**src/rtl/keypad_pkg.sv**
```systemverilog
// Shared types and constants for the 4x4 keypad scanner.
package keypad_pkg;

  typedef enum logic [1:0] {IDLE, PRESS_DB, HELD, REL_DB} kp_state_t;

  typedef logic [3:0] key_code_t;

  // Auto-repeat timing, counted in full scans.
  localparam int REPEAT_FIRST = 32;
  localparam int REPEAT_NEXT  = 8;

endpackage

```
**src/rtl/counter.sv**
```systemverilog
// Free-running up-counter with enable; used as the keypad scan timebase.
module counter #(
  parameter int WIDTH = 8
) (
  input  logic             clk,
  input  logic             reset,
  input  logic             enable,
  output logic [WIDTH-1:0] count
);

  // NOTE: clocked state always uses non-blocking assignments, so every flop
  // samples pre-edge values regardless of block ordering.
  always_ff @(posedge clk or posedge reset) begin
    if (reset)       count <= '0;
    else if (enable) count <= count + WIDTH'(1);
  end

endmodule

```
**src/rtl/keypad_scanner.sv**
```systemverilog
// 4x4 active-low matrix keypad scanner with scan-level debounce.
// Define KEYPAD_REPEAT_EN to re-pulse key_valid while a key stays held.
module keypad_scanner
  import keypad_pkg::*;
#(
  parameter int SETTLE   = 10,
  parameter int DEBOUNCE = 4
) (
  input  logic      clk,
  input  logic      reset,
  input  logic [3:0] row,
  output logic [3:0] col,
  output logic [3:0] key,
  output logic      key_valid,
  output logic      key_down
);

  localparam int CW = SETTLE + 2;
  localparam int SW = $clog2(DEBOUNCE + 1);

  logic [CW-1:0] scan_cnt;
  logic [1:0]    col_idx;
  logic          dwell_end;
  logic          scan_end;

  counter #(.WIDTH(CW)) u_timebase (
    .clk    (clk),
    .reset  (reset),
    .enable (1'b1),
    .count  (scan_cnt)
  );

  assign col_idx   = scan_cnt[CW-1 -: 2];
  assign dwell_end = &scan_cnt[SETTLE-1:0];
  assign scan_end  = dwell_end && (col_idx == 2'd3);
  assign col       = ~(4'b0001 << col_idx);

  logic [3:0] row_meta, row_sync;
  logic [3:0] col_sample [4];

  always_ff @(posedge clk or posedge reset) begin
    if (reset) begin
      row_meta <= 4'hF;
      row_sync <= 4'hF;
    end else begin
      row_meta <= row;
      row_sync <= row_meta;
    end
  end

  // NOTE: this array is only sixteen flops, so it resets like ordinary
  // registers; large RAM-style arrays would be left unreset.
  always_ff @(posedge clk or posedge reset) begin
    if (reset) begin
      for (int c = 0; c < 4; c++) col_sample[c] <= 4'hF;
    end else if (dwell_end) begin
      col_sample[col_idx] <= row_sync;
    end
  end

  // Column 3 is still being sampled at scan end, so use the live sync value.
  logic [4:0] n_pressed;
  key_code_t  hit_code;
  logic [3:0] cur_rows;
  logic       single;

  // NOTE: every variable gets a default before the loop so no latch is inferred.
  always_comb begin
    n_pressed = '0;
    hit_code  = '0;
    cur_rows  = 4'hF;
    for (int c = 0; c < 4; c++) begin
      cur_rows = (c == 3) ? row_sync : col_sample[c[1:0]];
      for (int r = 0; r < 4; r++) begin
        if (!cur_rows[r[1:0]]) begin
          n_pressed = n_pressed + 5'd1;
          hit_code  = {r[1:0], c[1:0]};
        end
      end
    end
  end

  assign single = (n_pressed == 5'd1);

  kp_state_t state;
  key_code_t cand;
  logic [SW-1:0] stable;

`ifdef KEYPAD_REPEAT_EN
  localparam int RW = $clog2(REPEAT_FIRST + 1);
  logic [RW-1:0] rep_cnt;
`endif

  always_ff @(posedge clk or posedge reset) begin
    if (reset) begin
      state     <= IDLE;
      cand      <= '0;
      stable    <= '0;
      key       <= '0;
      key_valid <= 1'b0;
      key_down  <= 1'b0;
`ifdef KEYPAD_REPEAT_EN
      rep_cnt   <= '0;
`endif
    end else begin
      key_valid <= 1'b0;
      if (scan_end) begin
        case (state)
          IDLE: if (single) begin
            cand   <= hit_code;
            stable <= SW'(1);
            if (DEBOUNCE == 1) begin
              state     <= HELD;
              key       <= hit_code;
              key_down  <= 1'b1;
              key_valid <= 1'b1;
`ifdef KEYPAD_REPEAT_EN
              rep_cnt   <= RW'(REPEAT_FIRST);
`endif
            end else begin
              state <= PRESS_DB;
            end
          end
          PRESS_DB: begin
            if (!single) begin
              state <= IDLE;
            end else if (hit_code == cand) begin
              if (int'(stable) + 1 >= DEBOUNCE) begin
                state     <= HELD;
                key       <= cand;
                key_down  <= 1'b1;
                key_valid <= 1'b1;
`ifdef KEYPAD_REPEAT_EN
                rep_cnt   <= RW'(REPEAT_FIRST);
`endif
              end else begin
                stable <= stable + SW'(1);
              end
            end else begin
              cand   <= hit_code;
              stable <= SW'(1);
            end
          end
          HELD: begin
            if (!(single && hit_code == key)) begin
              if (DEBOUNCE == 1 && !single) begin
                state    <= IDLE;
                key_down <= 1'b0;
              end else begin
                state  <= REL_DB;
                stable <= SW'(1);
              end
`ifdef KEYPAD_REPEAT_EN
              rep_cnt <= '0;
            end else if (rep_cnt == RW'(1)) begin
              key_valid <= 1'b1;
              rep_cnt   <= RW'(REPEAT_NEXT);
            end else begin
              rep_cnt <= rep_cnt - RW'(1);
`endif
            end
          end
          REL_DB: begin
            if (!single) begin
              if (int'(stable) + 1 >= DEBOUNCE) begin
                state    <= IDLE;
                key_down <= 1'b0;
                stable   <= '0;
              end else begin
                stable <= stable + SW'(1);
              end
            end else if (hit_code == key) begin
              state <= HELD;
`ifdef KEYPAD_REPEAT_EN
              rep_cnt <= RW'(REPEAT_FIRST);
`endif
            end else begin
              stable <= SW'(1);
            end
          end
          default: state <= IDLE;
        endcase
      end
    end
  end

endmodule

```
**config.mk**
```make
export PLATFORM = sky130hd
export DESIGN_NAME = keypad_scanner
export DESIGN_NICKNAME = d
export VERILOG_FILES = /design/src/rtl/keypad_pkg.sv /design/src/rtl/counter.sv /design/src/rtl/keypad_scanner.sv
export SDC_FILE = /design/constraint.sdc
export NUM_CORES = 1
export LEC_CHECK = 0
export BUFFER_PORTS_ARGS = -buffer_cell sky130_fd_sc_hd__buf_4
export CAP_MARGIN = 10
export CORE_MARGIN = 2
export CORE_UTILIZATION = 57
export CTS_CLUSTER_DIAMETER = 50
export CTS_CLUSTER_SIZE = 30
export DETAILED_ROUTE_END_ITERATION = 6
export GPL_TIMING_DRIVEN = 0
export HOLD_SLACK_MARGIN = 0.03
export PLACE_DENSITY = 0.77
export SETUP_SLACK_MARGIN = 0.3
export SLEW_MARGIN = 20
export SYNTH_ARGS = -nofsm -noshare
export SYNTH_HDL_FRONTEND = slang
export SYNTH_HIERARCHICAL = 1
export SYNTH_SLANG_ARGS = --single-unit
```
**constraint.sdc**
```tcl
create_clock -name clk -period 9.2 [get_ports clk]
set_input_delay 1.38 -clock clk [delete_from_list [all_inputs] [get_ports clk]]
set_output_delay 1.38 -clock clk [all_outputs]
set_load 0.05 [all_outputs]
```
# Word-level counts from Yosys, hierarchy flattened
# Cells that the tools add are included.
[totals]
ff_bits = 51
input_bits = 6
output_inout_bits = 10
word_cells = 137
[op_classes]
n_addsub = 18
magnitude_cmp = 3
eq_ne = 21
shift = 1
muxes = 67
n_bitwise = 2
n_reduce_logical = 12
[ops]
columns = ["cell", "count"]
rows = [
  ["adder 5 x 1 -> 5 bit, second input constant", 15],
  ["2-to-1 mux 5 bit", 15],
  ["2-to-1 mux 4 bit", 18],
  ["2-to-1 mux 3 bit", 9],
  ["!= test 3 bit, second input constant", 6],
  ["bitwise mux 16 bit", 1],
  ["2-to-1 mux 2 bit", 8],
  ["!= test 2 bit, second input constant", 8],
  ["AND reduction 7 bit", 2],
  ["adder 12 x 1 -> 12 bit, second input constant", 1],
  ["one-hot mux 3 bit (4 select lines)", 1],
  ["2-to-1 mux 1 bit", 11],
  ["AND reduction 10 bit", 1],
  ["AND reduction 5 bit", 2],
  ["demux 4 bit (select 2 bit)", 1],
  ["== test 4 bit", 2],
  ["one-hot mux 2 bit (4 select lines)", 1],
  ["one-hot mux 4 bit (2 select lines)", 1],
  ["== test 2 bit, second input constant", 3],
  ["AND reduction 6 bit", 1],
  ["== test 5 x 1 -> 1 bit, second input constant", 1],
  ["adder 3 x 1 -> 4 bit, second input constant", 1],
  ["greater-or-equal comparator 4 x 3 -> 1 bit, second input constant", 1],
  ["NOT 4 bit", 1],
  ["10 further kinds", 13],
]

# Longest topological paths before layout
[depth]
depth_word = 35
mapped_depth = 54
ltp_nobuf = 54

# Hierarchy
# Netlist, hierarchy kept.
[by_module_without_submodules]
columns = ["mod", "instances", "cells_per_inst", "area_each_um2", "seq_area_each_um2"]
rows = [
  ["keypad_scanner", 1, 373, 3418.3, 900.9],
  ["counter", 1, 43, 516.7, 300.3],
]

# Worst setup path after synthesis
# OpenSTA, ideal clock, no wires.
[synth_path]
kind = "reg-to-reg"
startpoint = "reg col_sample[12] in the netlist's numbering"
endpoint = "reg stable[0]"
setup_ns = 0.125
arrival_ns = 9.059
t_required_ns = 9.075
slack_ns = 0.016
path_stages_with_launch = 54
n_path_buf = 1
period_less_slack_ns = 9.184
path_cell_list = "dfstp_2 > inv_1 > ha_1 > xnor2_1 > ha_1 > nand2b_1 > nand2_1 > ha_1 > nand2b_1 > nand2_1 > ha_1 > nor2_1 > a31oi_1 > nor2_1 > inv_1 > ha_1 > nor2_1 > a21oi_1 > [... 18 more ...] > o22ai_1 > ha_1 > mux2_2 > ha_1 > mux2i_1 > inv_1 > ha_1 > nor2_1 > a21oi_1 > ha_1 > nor2_1 > a221oi_1 > a21oi_1 > nand2_1 > nor2b_1 > buf_6 > a221o_1 > mux2_4"
[synth_via]
elab_chain_cells = 35
word_cells_on_any_way = 40
classes_between = "add/sub: 15; eq/ne: 5; mux: 18; reduce/logical: 2"
[synth_lines]
columns = ["element", "line_no", "rtl"]
rows = [
  ["from (decl)", "keypad_scanner.sv:39", "logic [3:0] col_sample [4];"],
  ["from (signal, indexed assignment)", "keypad_scanner.sv:57", "col_sample[col_idx] <= row_sync;"],
  ["2-to-1 mux 1 bit *", "keypad_scanner.sv:75", "if (!cur_rows[r[1:0]]) begin"],
  ["adder 5 x 1 -> 5 bit", "keypad_scanner.sv:76", "n_pressed = n_pressed + 5'd1;"],
  ["2-to-1 mux 5 bit *", "keypad_scanner.sv:75", ""],
  ["adder 5 x 1 -> 5 bit", "keypad_scanner.sv:76", ""],
  ["2-to-1 mux 5 bit *", "keypad_scanner.sv:75", ""],
  ["adder 5 x 1 -> 5 bit", "keypad_scanner.sv:76", ""],
  ["2-to-1 mux 5 bit *", "keypad_scanner.sv:75", ""],
  ["adder 5 x 1 -> 5 bit", "keypad_scanner.sv:76", ""],
  ["[... 19 more ...]", "-", ""],
  ["adder 5 x 1 -> 5 bit", "keypad_scanner.sv:76", ""],
  ["2-to-1 mux 5 bit *", "keypad_scanner.sv:75", ""],
  ["adder 5 x 1 -> 5 bit", "keypad_scanner.sv:76", ""],
  ["2-to-1 mux 5 bit *", "keypad_scanner.sv:75", ""],
  ["== test 5 x 1 -> 1 bit *", "keypad_scanner.sv:83", "assign single = (n_pressed == 5'd1);"],
  ["logical AND 1 bit", "keypad_scanner.sv:145", "if (!(single && hit_code == key)) begin"],
  ["!= test 2 bit (no line)", "-", ""],
  ["AND reduction 6 bit (no line)", "-", ""],
  ["to (signal assigned)", "keypad_scanner.sv:137", "stable <= stable + SW'(1);"],
  ["to (signal assigned)", "keypad_scanner.sv:170", "stable <= stable + SW'(1);"],
  ["to (decl)", "keypad_scanner.sv:87", "logic [SW-1:0] stable;"],
]
# Every way passes the cells marked *; elsewhere a longest branch is shown, timed or not.
# A chain may end at the register's enable or synchronous reset.

# Worst setup path after layout
[layout_path]
startpoint = "reg col_sample[12] in the netlist's numbering"
endpoint = "reg key_down"
[layout_via]
elab_chain_cells = 34
word_cells_on_any_way = 35
classes_between = "add/sub: 15; eq/ne: 3; mux: 16; reduce/logical: 1"
[layout_lines]
columns = ["element", "line_no", "rtl"]
rows = [
  ["2-to-1 mux 1 bit *", "keypad_scanner.sv:75", ""],
  ["adder 5 x 1 -> 5 bit", "keypad_scanner.sv:76", ""],
  ["2-to-1 mux 5 bit *", "keypad_scanner.sv:75", ""],
  ["adder 5 x 1 -> 5 bit", "keypad_scanner.sv:76", ""],
  ["2-to-1 mux 5 bit *", "keypad_scanner.sv:75", ""],
  ["adder 5 x 1 -> 5 bit", "keypad_scanner.sv:76", ""],
  ["2-to-1 mux 5 bit *", "keypad_scanner.sv:75", ""],
  ["adder 5 x 1 -> 5 bit", "keypad_scanner.sv:76", ""],
  ["[... 18 more ...]", "-", ""],
  ["2-to-1 mux 5 bit *", "keypad_scanner.sv:75", ""],
  ["adder 5 x 1 -> 5 bit", "keypad_scanner.sv:76", ""],
  ["2-to-1 mux 5 bit *", "keypad_scanner.sv:75", ""],
  ["adder 5 x 1 -> 5 bit", "keypad_scanner.sv:76", ""],
  ["2-to-1 mux 5 bit *", "keypad_scanner.sv:75", ""],
  ["== test 5 x 1 -> 1 bit *", "keypad_scanner.sv:83", ""],
  ["!= test 2 bit (no line)", "-", ""],
  ["AND reduction 7 bit (no line) *", "-", ""],
  ["to (signal assigned)", "keypad_scanner.sv:101", "key_down <= 1'b0;"],
  ["to (signal assigned)", "keypad_scanner.sv:115", "key_down <= 1'b1;"],
  ["to (signal assigned)", "keypad_scanner.sv:131", "key_down <= 1'b1;"],
  ["to (decl)", "keypad_scanner.sv:15", "output logic key_down"],
]
# Marks and branches as above.

==> flow_summary_export.csv <==
group,metric,value,unit
run_status,outcome,"finished with violations",
run_status,violations,"setup timing",
timing,setup-tns-final,-1270,ps
clock_tree,clock_sinks,47,
timing,layout_setup_ws,-149,ps
clock_tree,clock_latency,300,ps
clock_tree,clockBufferDepth,2,
worst_setup_path,crit_path_start,"col_sample[12]",
final_layout,drive_above_1_share,0.426,
place,port_buffers,15,
detailed_routing,wl_per_cell,19.5,um
timing,holdWs,359,ps
timing,fin_crit,9350,ps
floorplanning,start_util,0.586,
final_layout,syn2layout_area_growth,39.0,%
yosys,syn_inst,416,
global_routing,grt.overflow.total,0,
worst_setup_path,crit_top_cell,"ha_4",
final_layout,design_area,5470,um^2
clock_tree,cts-root-buf,"clkbuf_8",
global_routing,antenna_found_initial,0,
clock_tree,cts_tree,"built",
global_routing,grt_usage,0.292,
pwr,power.leakage,2.36,nW
timing,tightest_slew,936,ps
yosys,ys_ff_latch,47,
timing,skew,13.1,ps
pwr,pwr-share-clk,0.338,
yosys,synth_seq_area_share,0.305,
yosys,synthesis.area,3940,um^2
pwr,p_int,343,uW
detailed_routing,routed_wl,11900,um
floorplanning,fp.dieH,87.1,um
timing,clock.fmax,107,MHz
pwr,finalPower,464,uW
timing,setup_violations,12,
detailed_routing,drc,0,
worst_hold_path,hold_class,"reg -> reg",
job,drv_cap,0,
yosys,ys.flop_type,"dfrtp_1",
worst_setup_path,reg2reg_depth,55,
timing,drv_slew,0,
final_layout,antenna_cells,0,
worst_hold_path,min_from,"row_meta[2]",
floorplanning,ios,16,
worst_setup_path,crit_path_max_fanout,6,
final_layout,stdcell_count,611,
final_layout,fillers,344,
clock_tree,numCtsBuffers,5,
timing,period_share,1.02,
place,place_inst,515,
final_layout,post-route-util,0.814,
final_layout,layout.nets,553,
global_routing,grt_pass1_wl,17300,um
pwr,ir_drop,0.168,mV
place,place_area,4220,um^2
yosys,avgSynthCellArea,9.46,um^2
clock_tree,htreeDepth,2,
detailed_routing,vias,3748,
global_routing,grt_pass1_vias,3613,
detailed_routing,via_per_inst,6.13,
worst_setup_path,cpPeakStageDelay,550,ps
global_routing,grt_max_degree,36,
pwr,power_frac_comb,0.131,
floorplanning,core-area,6720,um^2
floorplanning,die_x,87.1,um
floorplanning,num_rows,30,
worst_hold_path,min_path_cells,0,
worst_setup_path,cp-start-kind,"flip-flop",
pwr,power_switching,121,uW
place,pre_cts_slack,-586,ps
worst_setup_path,slowest_stage,"dfstp_2",
clock_tree,clk_pin_slew_worst_paths,90,ps
timing,finalHoldViolCount,0,
worst_setup_path,critPathCaptureType,"flip-flop",
yosys,synthArstFlopShare,1.00,
yosys,synth-edff-count,0,
place,place_congestion,0.838,
timing,rsz0062_at_grt,"true",
worst_setup_path,reg2reg_from,"col_sample[12]",
detailed_routing,drt-initial-drc-count,276,
floorplanning,dieArea,7580,um^2
yosys,synth.distinct_cells,70,
pwr,seqPwrFrac,0.531,
worst_setup_path,cp.arrival,9500,ps
detailed_routing,ant_nets,0,
yosys,yosysWarnings,6,
pwr,p_sw_frac,0.261,
worst_setup_path,path_class,"reg -> reg",
timing,slew-limit-headroom,0.368,
detailed_routing,drtPass1Iterations,5,
worst_setup_path,cp.required,9350,ps
place,hpwl,5790,um
pwr,powerDensity,84.8,nW/um^2
[worst max-delay path: cells and delay by family, from the launching register on]
family	cells	cell delay (ps)
DFF	1	550
muxes	3	620
buffers and inverters	9	900
xor gates and xnor gates	1	190
AOI/OAI and AO/OA	12	1750
adders and majority gates	14	3730
and+or+nand+nor	16	1470
[cell usage in the layout (no fill, tap or decap), drive strengths merged, types with 3 or more instances in the layout]
| master | instances |
|---|---|
| a211oi | 3 |
| a21oi | 15 |
| a31oi | 5 |
| and2 | 3 |
| and3 | 5 |
| buf | 108 |
| clkbuf | 17 |
| conb | 5 |
| dfrtp | 27 |
| dfstp | 20 |
| ha | 17 |
| inv | 28 |
| mux2 | 13 |
| mux2i | 11 |
| nand2 | 42 |
| nand2b | 8 |
| nand3 | 8 |
| nand3b | 3 |
| nand4 | 14 |
| nor2 | 27 |
| nor2b | 17 |
| nor3 | 13 |
| o21ai | 19 |
| o41ai | 3 |
| xnor2 | 37 |
| xnor3 | 8 |
| xor2 | 14 |
[area by class of cell]
class | count | area [um^2] | share of cell area
clock inverter | 2 | 35.0 | 0.00640
sequential | 47 | 1200 | 0.220
inverter | 28 | 105 | 0.0192
multi-input combinational | 329 | 2990 | 0.546
buffer | 16 | 83.8 | 0.0153
tap | 80 | 100 | 0.0183
timing repair buffer | 103 | 875 | 0.160
clock buffer | 6 | 82.6 | 0.0151
[routing by layer]
layer,routed length [um],vias up,GRT usage
li1,-,1688,-
met1,4730,1822,0.353
met2,5990,183,0.519
met3,648,55,0.0398
met4,573,0,0.125
met5,0,-,0
[timing repair]
action | in CTS | in global routing
setup buffers | 68 | 20
hold buffers | 0 | 0
setup endpoints to repair | 15 | 15
pin swaps | 27 | 35
gates resized for setup | 53 | 42
[power groups by stage]
| stage | combinational [mW] | clock [mW] | sequential (mW) |
|---|---|---|---|
| finish | 0.0608 | 0.157 | 0.246 |
| global route | 0.0682 | 0.169 | 0.249 |
| CTS | 0.0555 | 0.156 | 0.246 |
| detailed placement | 0.0519 | 0 | 0.249 |
| global placement | 0.0476 | 0 | 0.248 |
| floorplan | 0.0410 | 0 | 0.245 |
[cell families after synthesis]
group | share of synthesized area
other cells | 0.000953
simple gates | 0.211
mux | 0.0661
fa+ha+maj | 0.0566
xor+xnor | 0.189
buf+inv | 0.0480
flops | 0.305
compound gates | 0.124
[registers in the layout, summed over array words and instances (netlist names), named ones only]
signal,flops
key_valid,1
key_down,1
cur_rows,4
u_timebase/count,12
col_sample,12
state,1
stable,3
key,4
cand,4
row_meta,4
[cell usage after synthesis, types with 3 or more instances]
library cell  count  share of area
a21oi_1          15          0.019
a31oi_1           5         0.0079
and2_1            3         0.0048
and3_1            5         0.0079
buf_6             3         0.0086
clkbuf_1         11          0.010
dfrtp_1          27           0.17
dfstp_2          20           0.13
ha_1             17          0.054
inv_1            27          0.026
mux2_1            6          0.017
mux2_2            6          0.017
mux2i_1          11          0.028
nand2_1          42          0.040
nand2b_1          8          0.013
nand3_1           6         0.0076
nand4_1          13          0.021
nor2_1           27          0.026
nor2b_1          15          0.024
nor3_1           13          0.017
o21ai_0          19          0.024
xnor2_1          32          0.071
xnor2_4           3          0.021
xnor3_1           7          0.040
xor2_1           12          0.027
[worst paths after layout]
| check | to | slack [ps] |
|---|---|---|
| max | key_down | -150 |
| min | cur_rows[2] | 360 |
| max reg2reg | key_down | -150 |
| min reg2reg | cur_rows[2] | 360 |
| max in group asynchronous | stable[0] | 7540 |
| min in group asynchronous | u_timebase/count[4] | 1090 |
Note: power is estimated with default switching activity, not from simulation.
